<file path="src/rtl/dqpsk_diff_mapper.sv">
// Differential DQPSK encoder: Gray-coded dibits become phase increments that are
// accumulated modulo 4 and mapped to signed I/Q levels; an idle timeout restores phase 0.
module dqpsk_diff_mapper #(
  parameter int WIDTH        = 12,
  parameter int AMP          = 1448,
  parameter int IDLE_TIMEOUT = 16
) (
  input  logic                    clk,
  input  logic                    rstn,
  input  logic                    valid_in,
  input  logic                    i_data_parallel,
  input  logic                    q_data_parallel,
  output logic                    sym_valid,
  output logic signed [WIDTH-1:0] i_level,
  output logic signed [WIDTH-1:0] q_level,
  output logic [1:0]              phase,
  output logic                    active
);

  localparam int CW = $clog2(IDLE_TIMEOUT + 1);
  localparam logic signed [WIDTH-1:0] LVL_POS  = WIDTH'(AMP);
  localparam logic signed [WIDTH-1:0] LVL_NEG  = -LVL_POS;
  localparam logic [CW-1:0]           CNT_LAST = CW'(IDLE_TIMEOUT - 1);

  typedef enum logic {
    IDLE,
    ACTIVE
  } state_t;

  state_t                    state, state_next;
  logic [CW-1:0]             cnt, cnt_next;
  logic [1:0]                inc;
  logic [1:0]                phase_next;
  logic signed [WIDTH-1:0]   i_next, q_next;
  logic                      sym_next;

  always_comb begin
    unique case ({i_data_parallel, q_data_parallel})
      2'b00:   inc = 2'd0;
      2'b01:   inc = 2'd1;
      2'b11:   inc = 2'd2;
      default: inc = 2'd3;
    endcase
  end

  always_comb begin
    state_next = state;
    cnt_next   = cnt;
    phase_next = phase;
    i_next     = i_level;
    q_next     = q_level;
    sym_next   = 1'b0;

    // A dibit always wins, including on the edge the timeout would fire.
    if (valid_in) begin
      phase_next = phase + inc;
      sym_next   = 1'b1;
      state_next = ACTIVE;
      cnt_next   = '0;
      unique case (phase_next)
        2'd0: begin i_next = LVL_POS; q_next = LVL_POS; end
        2'd1: begin i_next = LVL_NEG; q_next = LVL_POS; end
        2'd2: begin i_next = LVL_NEG; q_next = LVL_NEG; end
        default: begin i_next = LVL_POS; q_next = LVL_NEG; end
      endcase
    end else if (state == ACTIVE) begin
      if (cnt == CNT_LAST) begin
        state_next = IDLE;
        cnt_next   = '0;
        phase_next = '0;
        i_next     = '0;
        q_next     = '0;
      end else begin
        cnt_next = cnt + CW'(1);
      end
    end
  end

  always_ff @(posedge clk or negedge rstn) begin
    if (!rstn) begin
      state     <= IDLE;
      cnt       <= '0;
      phase     <= '0;
      i_level   <= '0;
      q_level   <= '0;
      sym_valid <= 1'b0;
    end else begin
      state     <= state_next;
      cnt       <= cnt_next;
      phase     <= phase_next;
      i_level   <= i_next;
      q_level   <= q_next;
      sym_valid <= sym_next;
    end
  end

  assign active = (state == ACTIVE);

endmodule

</file>
<file path="config.mk">
export PLATFORM = sky130hd
export DESIGN_NAME = dqpsk_diff_mapper
export DESIGN_NICKNAME = d
export VERILOG_FILES = /design/src/rtl/dqpsk_diff_mapper.sv
export SDC_FILE = /design/constraint.sdc
export NUM_CORES = 1
export LEC_CHECK = 0
export BUFFER_PORTS_ARGS = -buffer_cell sky130_fd_sc_hd__buf_2
export CAP_MARGIN = 20
export CORE_MARGIN = 5
export CORE_UTILIZATION = 44
export CTS_BUF_LIST = sky130_fd_sc_hd__clkbuf_2
export CTS_CLUSTER_DIAMETER = 120
export DETAILED_ROUTE_END_ITERATION = 8
export GPL_ROUTABILITY_DRIVEN = 0
export GPL_TIMING_DRIVEN = 1
export PLACE_DENSITY = 0.77
export SLEW_MARGIN = 30
export SYNTH_ARGS = -nofsm -noshare
export SYNTH_HDL_FRONTEND = slang
export SYNTH_SLANG_ARGS = --single-unit
</file>
<file path="constraint.sdc">
create_clock -name clk -period 1.6 [get_ports clk]
set_input_delay 0.24 -clock clk [delete_from_list [all_inputs] [get_ports clk]]
set_output_delay 0.24 -clock clk [all_outputs]
set_load 0.1 [all_outputs]
</file>
==> impl_metrics.csv <==
group,metric,value,unit
place,io_buffers,26,
flow_run,maxCapViolations,0,
logic_synthesis,synth-edff-count,0,
run_status,violations,"negative setup slack",
floorplanning,start_util,46.7,%
place,dp.final_hpwl,1150,um
worst_setup_path,end_kind,"register",
timing,setup_violations,1,
timing,rsz0062_at_grt,"true",
timing,fmax,621,MHz
timing,final-hold-violation-count,0,
routing,drc,0,
global_routing,grt_pass1_vias,568,
routing,avgRoutedWirePerCell,12.5,um
logic_synthesis,synth_seq_area_share,43.4,%
cells_and_area,area_growth,14.7,%
timing,period_needed,1.61,ns
routing,finalWirelength,1480,um
routing,viasPerCell,4.79,
routing,ant_nets,0,
routing,first_iter_violations,5,
logic_synthesis,yosysTopAreaCell,"dfrtp_1",
logic_synthesis,synth_area_leaders,"dfrtp_1 (43%), buf_4 (19%), ha_1 (9.3%)",
cells_and_area,nets,106,
worst_setup_path,arrival,1.79,ns
global_routing,grt_max_degree,15,
floorplanning,row_count,15,
timing,layout_setup_ws,-0.0111,ns
worst_setup_path,crit_path_start_kind,"register",
cells_and_area,drive_gt1_share,51.1,%
logic_synthesis,synth.avg_cell_area,10.6,um^2
run_status,status,"complete, but fails checks",
worst_setup_path,worstPathRequired,1.78,ns
clock_network,post-cts-setup-buffer-count,0,
clock_network,numCtsBuffers,3,
logic_synthesis,synth_commonest_cells,"buf_4 (20), dfrtp_1 (14), ha_1 (6)",
logic_synthesis,syn_area,807,um^2
logic_synthesis,ys_seq_elements,14,
clock_network,cts_sinks,14,
clock_network,clkLatencyLatePin,0.28,ns
logic_synthesis,post_synth_num_cell_types,23,
worst_setup_path,critPathMaxFanout,3,
floorplanning,core_area,1730,um^2
routing,vias,570,
floorplanning,pin_count,33,
global_routing,overflow,0,
clock_network,path_clk_slew,0.13,ns
worst_setup_path,path_class,"register to register",
timing,fin_crit_sh,101,%
logic_synthesis,synth_most_common_cell,"buf_4",
clock_network,cts_max_path_buffers,2,
cells_and_area,antenna_cells,0,
global_routing,grt_use_total,11.8,%
floorplanning,die_h,52.8,um
global_routing,use_met3,1.71,%
logic_synthesis,synthCells,76,
clock_network,cts_tree,"built",
global_routing,grtUsageMet2,20.7,%
floorplanning,die_x,52.8,um
clock_network,ctsHtreeMaxLevel,1,
logic_synthesis,yosysTopAreaCellShare,43.4,%
global_routing,antenna_found_initial,0,
logic_synthesis,yosysWarnings,0,
clock_network,cts-root-buf,"clkbuf_2",
timing,finalHoldWorstSlack,0.199,ns
place,dp_slack,-0.208,ns
global_routing,use_met1,14.1,%
timing,slew_violations,0,
routing,dr.pass1.iters,4,
timing,clock_skew,0.00572,ns
min_path,hold_path_class,"input port to register",
floorplanning,die_area,2790,um^2
global_routing,grt_pass1_wl,2420,um
global_routing,grt-busiest-layer,"met2",
logic_synthesis,async_flop_share,100,%
logic_synthesis,synth_ff_type,"dfrtp_1",
## area by class of cell
| cell class | count | area, um^2 |
|---|---|---|
| fillers | 166 | 801 |
| flip-flops and latches | 14 | 362 |
| multi-input cells | 41 | 334 |
| repair buffers | 29 | 155 |
| well taps | 25 | 31.3 |
| inverters | 6 | 23.8 |
| clock buffers | 4 | 20.0 |
## critical path: stages (launching register included)
cell and delay [ns]:
dfrtp_4 0.51, ha_4 0.17, xnor2_2 0.14, xnor2_2 0.18, ha_1 0.27, a22o_1 0.24
## kinds of logic after synthesis
group                    synth area share [%]
AND/OR/NAND/NOR                          9.61
buffers and inverters                    21.5
flip-flops                               43.4
adder cells (fa/ha/maj)                  9.30
XOR/XNOR                                 4.34
other                                   0.465
AO/OA/AOI/OAI                            11.3
## repair_timing
action,in CTS,in global routing
gates resized for setup,0,1
hold buffers,1,0
pin swaps,1,0
endpoints found under the hold margin,14,0
endpoints found under the setup margin,1,2
## flip-flops by register name, summed over array words and instances (netlist names)
register,cells
active,1
cnt,5
i_level,3
phase,2
q_level,2
sym_valid,1
## path summary, 6_finish.rpt
| path | from | endpoint | slack [ns] | cells after the start |
|---|---|---|---|---|
| max | phase[0] | i_level[10] | -0.01 | 5 |
| min | valid_in | sym_valid | 0.20 | 1 |
| max reg2reg | phase[0] | i_level[10] | -0.01 | 5 |
| min reg2reg | i_level[3] | i_level[3] | 0.51 | 1 |
| max in group asynchronous | rstn | phase[0] | 0.98 | 2 |
| min in group asynchronous | rstn | active | 0.36 | 2 |
## placed cells by master, fill, tap and decap left out, types with 3 or more instances in the layout
cell type / count
ha_1: 4
clkbuf_2: 4
inv_1: 5
dfrtp_1: 7
conb_1: 6
a22o_1: 3
nand2_1: 5
buf_2: 26
dfrtp_2: 6
## through the flow
step | utilization [%] | cell area [um^2] | std cells | TNS, ns
after detailed placement | 51.7 | 893 | 114 | -0.497
after CTS | 53.5 | 923 | 119 | -0.0173
final | 53.6 | 926 | 119 | -0.0111
after global placement | 51.7 | 893 | 114 | -0.365
after floorplan | - | 867 | 81 | -0.285
after global routing | 53.6 | 926 | 119 | -0.0434
## routing by layer
layer  part of all wire (%)  vias to the layer above
met5                      0                        -
met4                    1.9                        0
met3                    9.9                        5
met2                     46                       29
met1                     42                      274
li1                       -                      262
Power is left out: the tool's default activity adds up to more than one toggle a clock period on the data nets, which glitch-free logic cannot reach.
